--- src/rtl/accel_pkg.sv ---
// Shared accelerator definitions: default word width, 2x2 window positions
// and the unpool sequencer states.
package accel_pkg;

    localparam int DATA_WIDTH_DEF = 16;

    localparam logic [1:0] IDX_TL = 2'd0;
    localparam logic [1:0] IDX_TR = 2'd1;
    localparam logic [1:0] IDX_BL = 2'd2;
    localparam logic [1:0] IDX_BR = 2'd3;

    typedef enum logic [1:0] {
        LOAD     = 2'd0,
        EMIT_TOP = 2'd1,
        EMIT_BOT = 2'd2
    } unpool_state_t;

    // Window position of an output pixel: {output row within the pair, column parity}.
    function automatic logic [1:0] win_pos(input logic row_sel, input logic sub);
        return {row_sel, sub};
    endfunction

endpackage

--- src/rtl/max_unpool_if.sv ---
// Stream bundle for max_unpool: pooled input side, unpooled output side and row config.
interface max_unpool_if #(
    parameter int DATA_WIDTH = accel_pkg::DATA_WIDTH_DEF,
    parameter int MAX_W      = 64
);
    logic [$clog2(MAX_W):0]  cfg_width;
    logic                    in_valid;
    logic                    in_ready;
    logic [DATA_WIDTH-1:0]   in_data;
    logic [1:0]              in_idx;
    logic                    in_last;
    logic                    out_valid;
    logic                    out_ready;
    logic [DATA_WIDTH-1:0]   out_data;
    logic                    out_row_end;
    logic                    out_last;

    modport master (
        output cfg_width, in_valid, in_data, in_idx, in_last, out_ready,
        input  in_ready, out_valid, out_data, out_row_end, out_last
    );

    modport slave (
        input  cfg_width, in_valid, in_data, in_idx, in_last, out_ready,
        output in_ready, out_valid, out_data, out_row_end, out_last
    );
endinterface

--- src/rtl/unpool_line_buf.sv ---
// One pooled row of {value, argmax index}: synchronous write, combinational read.
module unpool_line_buf #(
    parameter int DATA_WIDTH = accel_pkg::DATA_WIDTH_DEF,
    parameter int MAX_W      = 64
) (
    input  logic                       clk,
    input  logic                       we,
    input  logic [$clog2(MAX_W)-1:0]   waddr,
    input  logic [DATA_WIDTH+1:0]      wdata,
    input  logic [$clog2(MAX_W)-1:0]   raddr,
    output logic [DATA_WIDTH+1:0]      rdata
);
    logic [DATA_WIDTH+1:0] mem [MAX_W];

    always_ff @(posedge clk) begin
        if (we) begin
            mem[waddr] <= wdata;
        end
    end

    assign rdata = mem[raddr];

endmodule

--- src/rtl/max_unpool.sv ---
// 2x2 max-unpooling: buffers one pooled row, then emits the top and bottom
// output rows with the value placed at its argmax position and zeros elsewhere.
module max_unpool
    import accel_pkg::*;
#(
    parameter int DATA_WIDTH = DATA_WIDTH_DEF,
    parameter int MAX_W      = 64
) (
    input  logic          clk,
    input  logic          rst_n,
    max_unpool_if.slave   bus
);
    localparam int AW = $clog2(MAX_W);
    localparam int CW = AW + 1;
    localparam int OW = CW + 1;
    localparam int EW = DATA_WIDTH + 2;

    unpool_state_t          state;
    logic [CW-1:0]          cnt;
    logic [CW-1:0]          w_lat;
    logic [CW-1:0]          weff;
    logic [OW-1:0]          col;
    logic                   frame_end;
    logic                   in_ready_r;
    logic                   out_valid_r;
    logic [DATA_WIDTH-1:0]  out_data_r;
    logic                   out_row_end_r;
    logic                   out_last_r;

    logic                   in_fire;
    logic                   out_fire;
    logic                   row_close;
    logic                   col_end;
    logic [CW-1:0]          cfg_sat;
    logic [CW-1:0]          w_cur;
    logic [OW-1:0]          ncol;
    logic                   nrow_sel;
    logic [CW-1:0]          nweff;
    logic                   nframe;
    logic [AW-1:0]          raddr;
    logic [EW-1:0]          rd_entry;
    logic [EW-1:0]          entry;
    logic [DATA_WIDTH-1:0]  nxt_data;
    logic                   nxt_row_end;
    logic                   nxt_last;

    assign bus.in_ready    = in_ready_r;
    assign bus.out_valid   = out_valid_r;
    assign bus.out_data    = out_data_r;
    assign bus.out_row_end = out_row_end_r;
    assign bus.out_last    = out_last_r;

    unpool_line_buf #(
        .DATA_WIDTH (DATA_WIDTH),
        .MAX_W      (MAX_W)
    ) u_line_buf (
        .clk   (clk),
        .we    (in_fire),
        .waddr (cnt[AW-1:0]),
        .wdata ({bus.in_data, bus.in_idx}),
        .raddr (raddr),
        .rdata (rd_entry)
    );

    always_comb begin
        in_fire  = bus.in_valid && in_ready_r && (state == LOAD);
        out_fire = out_valid_r && bus.out_ready;

        if (bus.cfg_width == '0) begin
            cfg_sat = CW'(1);
        end else if (bus.cfg_width > CW'(MAX_W)) begin
            cfg_sat = CW'(MAX_W);
        end else begin
            cfg_sat = bus.cfg_width;
        end

        w_cur     = (cnt == '0) ? cfg_sat : w_lat;
        row_close = in_fire && (bus.in_last || (cnt == w_cur - CW'(1)));
        col_end   = ((col + OW'(1)) == {weff, 1'b0});

        // Next output element is prepared one step ahead so outputs stay registered.
        ncol     = '0;
        nrow_sel = 1'b0;
        nweff    = weff;
        nframe   = frame_end;
        if (state == LOAD) begin
            nweff  = cnt + CW'(1);
            nframe = bus.in_last;
        end else if (col_end) begin
            nrow_sel = 1'b1;
        end else begin
            ncol     = col + OW'(1);
            nrow_sel = (state == EMIT_BOT);
        end

        raddr = ncol[AW:1];
        // A one-element row closes on the same cycle its entry is written.
        entry = ((state == LOAD) && (cnt == '0)) ? {bus.in_data, bus.in_idx} : rd_entry;

        nxt_data    = (entry[1:0] == win_pos(nrow_sel, ncol[0])) ? entry[EW-1:2] : '0;
        nxt_row_end = ((ncol + OW'(1)) == {nweff, 1'b0});
        nxt_last    = nxt_row_end && nrow_sel && nframe;
    end

    always_ff @(posedge clk) begin
        if (!rst_n) begin
            state         <= LOAD;
            cnt           <= '0;
            w_lat         <= '0;
            weff          <= '0;
            col           <= '0;
            frame_end     <= 1'b0;
            in_ready_r    <= 1'b0;
            out_valid_r   <= 1'b0;
            out_data_r    <= '0;
            out_row_end_r <= 1'b0;
            out_last_r    <= 1'b0;
        end else begin
            unique case (state)
                LOAD: begin
                    in_ready_r <= 1'b1;
                    if (in_fire) begin
                        cnt <= cnt + CW'(1);
                        if (cnt == '0) begin
                            w_lat <= cfg_sat;
                        end
                        if (row_close) begin
                            state         <= EMIT_TOP;
                            in_ready_r    <= 1'b0;
                            weff          <= nweff;
                            frame_end     <= nframe;
                            col           <= ncol;
                            out_valid_r   <= 1'b1;
                            out_data_r    <= nxt_data;
                            out_row_end_r <= nxt_row_end;
                            out_last_r    <= nxt_last;
                        end
                    end
                end
                EMIT_TOP, EMIT_BOT: begin
                    if (out_fire) begin
                        if (col_end && (state == EMIT_BOT)) begin
                            state         <= LOAD;
                            cnt           <= '0;
                            frame_end     <= 1'b0;
                            col           <= '0;
                            in_ready_r    <= 1'b1;
                            out_valid_r   <= 1'b0;
                            out_row_end_r <= 1'b0;
                            out_last_r    <= 1'b0;
                        end else begin
                            if (col_end) begin
                                state <= EMIT_BOT;
                            end
                            col           <= ncol;
                            out_data_r    <= nxt_data;
                            out_row_end_r <= nxt_row_end;
                            out_last_r    <= nxt_last;
                        end
                    end
                end
                default: begin
                    state <= LOAD;
                end
            endcase
        end
    end

endmodule

--- src/flat_wrapper.sv ---
// flat-port wrapper written by rule: the top's interface ports become plain ports
module max_unpool_flat import accel_pkg::*;
#(
    parameter int DATA_WIDTH = DATA_WIDTH_DEF,
    parameter int MAX_W      = 64
)
  (clk, rst_n, bus_cfg_width, bus_in_valid, bus_in_data, bus_in_idx, bus_in_last, bus_out_ready, bus_in_ready, bus_out_valid, bus_out_data, bus_out_row_end, bus_out_last);
  max_unpool_if #(.DATA_WIDTH(DATA_WIDTH), .MAX_W(MAX_W)) bus_i ();
  input  logic clk;
  input  logic rst_n;
  input wire logic [$bits(bus_i.cfg_width)-1:0] bus_cfg_width;
  input wire logic [$bits(bus_i.in_valid)-1:0] bus_in_valid;
  input wire logic [$bits(bus_i.in_data)-1:0] bus_in_data;
  input wire logic [$bits(bus_i.in_idx)-1:0] bus_in_idx;
  input wire logic [$bits(bus_i.in_last)-1:0] bus_in_last;
  input wire logic [$bits(bus_i.out_ready)-1:0] bus_out_ready;
  output wire logic [$bits(bus_i.in_ready)-1:0] bus_in_ready;
  output wire logic [$bits(bus_i.out_valid)-1:0] bus_out_valid;
  output wire logic [$bits(bus_i.out_data)-1:0] bus_out_data;
  output wire logic [$bits(bus_i.out_row_end)-1:0] bus_out_row_end;
  output wire logic [$bits(bus_i.out_last)-1:0] bus_out_last;
  assign bus_i.cfg_width = bus_cfg_width;
  assign bus_i.in_valid = bus_in_valid;
  assign bus_i.in_data = bus_in_data;
  assign bus_i.in_idx = bus_in_idx;
  assign bus_i.in_last = bus_in_last;
  assign bus_i.out_ready = bus_out_ready;
  assign bus_in_ready = bus_i.in_ready;
  assign bus_out_valid = bus_i.out_valid;
  assign bus_out_data = bus_i.out_data;
  assign bus_out_row_end = bus_i.out_row_end;
  assign bus_out_last = bus_i.out_last;
  max_unpool #(.DATA_WIDTH(DATA_WIDTH), .MAX_W(MAX_W)) u_core (.clk(clk), .rst_n(rst_n), .bus(bus_i));
endmodule
--- config.mk ---
export PLATFORM = sky130hd
export DESIGN_NAME = max_unpool_flat
export DESIGN_NICKNAME = d
export VERILOG_FILES = /design/src/rtl/accel_pkg.sv /design/src/rtl/max_unpool_if.sv /design/src/rtl/unpool_line_buf.sv /design/src/rtl/max_unpool.sv /design/src/flat_wrapper.sv
export SDC_FILE = /design/constraint.sdc
export NUM_CORES = 2
export LEC_CHECK = 0
export ABC_CLOCK_PERIOD_IN_PS = 5500
export CORE_UTILIZATION = 54
export DETAILED_ROUTE_END_ITERATION = 8
export GPL_TIMING_DRIVEN = 0
export PLACE_DENSITY_LB_ADDON = 0.1
export SYNTH_ARGS = -nofsm -noshare
export SYNTH_HDL_FRONTEND = slang
export SYNTH_HIERARCHICAL = 1
export SYNTH_SLANG_ARGS = --single-unit
--- constraint.sdc ---
create_clock -name clk -period 5.5 [get_ports clk]
set_input_delay 0.55 -clock clk [delete_from_list [all_inputs] [get_ports clk]]
set_output_delay 0.55 -clock clk [all_outputs]
set_load 0.005 [all_outputs]
==> results.yml <==
floorplanning:
  rows: 109
  ios: 50
  die-area_um2: 90400
  start_util: 0.545
  die_w_um: 301
  die_height_um: 301
  core_area_um2: 88400
timing:
  report.final.setup_viol: 0
  maxSlewHeadroom: 0.284
  fmax_ghz: 0.186
  period_minus_slack_ns: 5.37
  slew_violations: 0
  worst_slack_ns: 0.130
  timing_hold_violations_final: 0
  timing.final.crit_share: 0.976
  setup-tns-final_ns: 0
  skew_ns: 0.0320
  worst_slew_pin_slew_ns: 1.07
worst_setup_path:
  r2r_cells: 21
  r2r-end: "u_core/bus.out_data[12]$_SDFFE_PN0P_"
  worstSetupPathDepth: 21
  timing.rr.start: "u_core/col[1]$_SDFFE_PN0P_"
  arrival_ns: 6.00
  startpoint: "u_core/col[1]$_SDFFE_PN0P_"
  cp-start-kind: "flip-flop"
  cpPeakStageDelay_ns: 0.59
  cp_max_fo: 10
  r2r_slack_ns: 0.13
  slowest_stage: "mux4_2"
  crit_required_ns: 6.12
  endpoint: "u_core/bus.out_data[12]$_SDFFE_PN0P_"
  worstSetupEndpointType: "flip-flop"
  path_cells: "ha_1, xnor2_1, o211ai_1, or4_4, nor4_4, buf_4, nand2_1, nand2_4, nor2_4, buf_6, buf_6, buf_4, mux4_2, mux4_2, nor2_2, o21ai_1, mux2i_2, xor2_2, clkbuf_4, nand4_1, mux2i_1"
  crit_type: "reg2reg"
  crit_buf_inv: 5
  crit_family: "simple AND/OR/NAND/NOR gates"
global_route:
  grt_pass1_vias: 25500
  antenna_found_initial: 3
  met3_usage: 0.0506
  grt-busiest-layer: "met2"
  grt_pass1_wl_mm: 183
  grt_start_max_net_pins: 66
  use_met1: 0.414
  grt_usage: 0.287
  gr-total-overflow: 0
  grtUsageMet2: 0.451
route:
  num_vias: 25800
  drc_errors: 0
  via_per_inst: 6.54
  drt_iter0_markers: 2955
  dr.pass1.iters: 6
  wl_per_cell_um: 32.2
  wl_mm: 127
  ant_nets: 0
cts:
  clockBufferDepth: 3
  clkTransAtPathRegs_ns: 0.07
  cts.sinks: 1204
  ctsRootBufferMaster: "clkbuf_16"
  cts_buffers: 116
  ctsHoldBuffers: 0
  htree_levels: 3
  tritoncts: "yes"
  insertion_delay_ns: 0.70
logic_synthesis:
  synthMuxAreaShare: 0.167
  syn-mean-instance-area_um2: 19.8
  synthFlopType: "edfxtp_1"
  synth-compound-area-share: 0.0314
  ys_ff_latch: 1204
  synthCells: 2433
  yosysWarnings: 6
  synth_nets: 2471
  synth_cell_type_count: 71
  seq_area_frac_synth: 0.740
  synth_edf_count: 1152
  synthXorXnorAreaFrac: 0.00545
  netlist_area_um2: 48200
  synth_top_family_by_area: "multiplexers"
  synth-async-reset-ratio: 0
  synthAdderAreaFrac: 0.00208
  synthSimpleGateAreaFrac: 0.0373
pwr:
  p_leak_nw: 17.2
  vdd_drop_max_v: 0.000267
  powerDensity_nw_per_um2: 339
job:
  cap_violations: 0
hold_path:
  hold_path.class: "in2reg"
placed_design:
  place_congestion: 0.970
  dpl.hpwl_mm: 88.9
  dp_slack_ns: -1.28
  io_buffers: 47
run_status:
  status: "finished, final reports clean"
cells_and_area:
  drive_gt1_frac: 0.294
  areaGrowthSynthToFinish_pct: 16.0
  antennaDiodeCount: 0
  fin_nets: 2719
[synth_stat cells, types with 9 or more instances]
library cell	n	area, um2
edfxtp_1	1152	34600
mux4_2	300	6760
nor2_1	132	495
mux2i_1	95	951
nand2_1	78	293
clkbuf_1	60	225
a21oi_1	59	295
o21ai_0	54	270
dfxtp_1	52	1040
buf_2	41	205
mux2_2	31	349
o22ai_1	30	188
nand3_1	24	120
nand4_1	23	144
nor3_1	22	110
buf_4	21	158
o21ai_1	21	105
or3_1	21	131
a211oi_1	20	150
xnor2_1	17	149
buf_6	15	169
xor2_1	13	114
inv_1	12	45.0
nand2b_1	12	75.1
nor2b_1	11	68.8
a31oi_1	9	56.3
[area by class of cell]
type	instances	area [um2]
clock buffers	137	3070
repair buffers	133	1930
fillers	6052	32500
plain buffers	136	890
inverters	14	52.6
multi-input cells	1076	12100
well taps	1165	1460
clock inverters	79	763
flip-flops and latches	1204	35600
[layout by cell type (no fill, tap or decap), drive strengths merged, types with 52 or more instances in the layout]
cell / count
o21ai: 75
dfxtp: 52
buf: 179
edfxtp: 1152
mux4: 300
a21oi: 59
nand2: 78
clkinv: 62
nor2: 132
clkbuf: 198
mux2i: 95
[flip-flops by register name, summed over array words and instances, names as in the netlist]
name                    cells
u_core/cnt                  7
u_core/weff                 7
u_core/w_lat                7
u_core/state                2
u_core/bus.in_ready         1
u_core/u_line_buf/mem    1152
u_core/col                  8
u_core/bus.out_valid        1
u_core/bus.out_row_end      1
u_core/frame_end            1
u_core/bus.out_last         1
u_core/bus.out_data        16
[cells by family after synthesis]
group                    count (synthesis)
flip-flops                            1204
multiplexers                           426
AND/OR/NAND/NOR                        366
AO/OA/AOI/OAI                          246
buffers and inverters                  153
XOR/XNOR                                30
adder cells (fa/ha/maj)                  8
[routing by layer]
layer	part of all wire	routed length [um]
met3	0.091	11600
met5	0.00018	23
met4	0.033	4140
met1	0.40	50500
met2	0.48	60900
[worst reg2reg max path, cell delays in order (launching register included)]
cell and delay, ns:
dfxtp_2 0.36, ha_1 0.36, xnor2_1 0.17, o211ai_1 0.11, or4_4 0.54, nor4_4 0.26
buf_4 0.19, nand2_1 0.10, nand2_4 0.18, nor2_4 0.10, buf_6 0.20, buf_6 0.17
buf_4 0.21, mux4_2 0.37, mux4_2 0.59, nor2_2 0.21, o21ai_1 0.17, mux2i_2 0.27
xor2_2 0.18, clkbuf_4 0.22, nand4_1 0.14, mux2i_1 0.20
[how the worst min path moves through the flow]
stage,depth (start not counted),to,startpoint
after CTS,3,u_core/w_lat[6]$_SDFFE_PN0P_,bus_cfg_width[6]
after global routing,1,u_core/u_line_buf/mem[0][12]$_DFFE_PP_,bus_in_data[10]
after detailed placement,2,u_core/bus.out_last$_SDFFE_PN0P_,u_core/bus.out_last$_SDFFE_PN0P_
after floorplan,2,u_core/w_lat[6]$_SDFFE_PN0P_,u_core/w_lat[6]$_SDFFE_PN0P_
final,3,u_core/w_lat[6]$_SDFFE_PN0P_,bus_cfg_width[6]
after global placement,2,u_core/w_lat[6]$_SDFFE_PN0P_,u_core/w_lat[6]$_SDFFE_PN0P_
[where the power goes]
part	switching [W]	internal, W
combinational	0.000547	0.000292
sequential	0.0000353	0.0101
clock	0.00337	0.00462
total	0.00395	0.0150
[through the flow]
| stage | instances | hold slack [ns] | utilization | total power [W] | instance area [um2] |
|---|---|---|---|---|---|
| CTS | 3945 | 0.293 | 0.631 | 0.0191 | 55800 |
| detailed placement | 3726 | 0.472 | 0.585 | 0.0111 | 51700 |
| floorplan | 2433 | 0.448 | - | 0.0107 | 48200 |
| global placement | 3645 | 0.464 | 0.567 | 0.0111 | 50100 |
| global route | 3944 | 0.363 | 0.632 | 0.0194 | 55900 |
| finish | 3944 | 0.331 | 0.632 | 0.0189 | 55900 |
[timing repair]
action | CTS | global route
gates resized for setup | 78 | 37
setup endpoints to repair | 16 | 16
pin swaps | 3 | 3
gates cloned | 0 | 0
buffers inserted | 4 | 1
No activity file was read; power rests on OpenSTA's default activity.
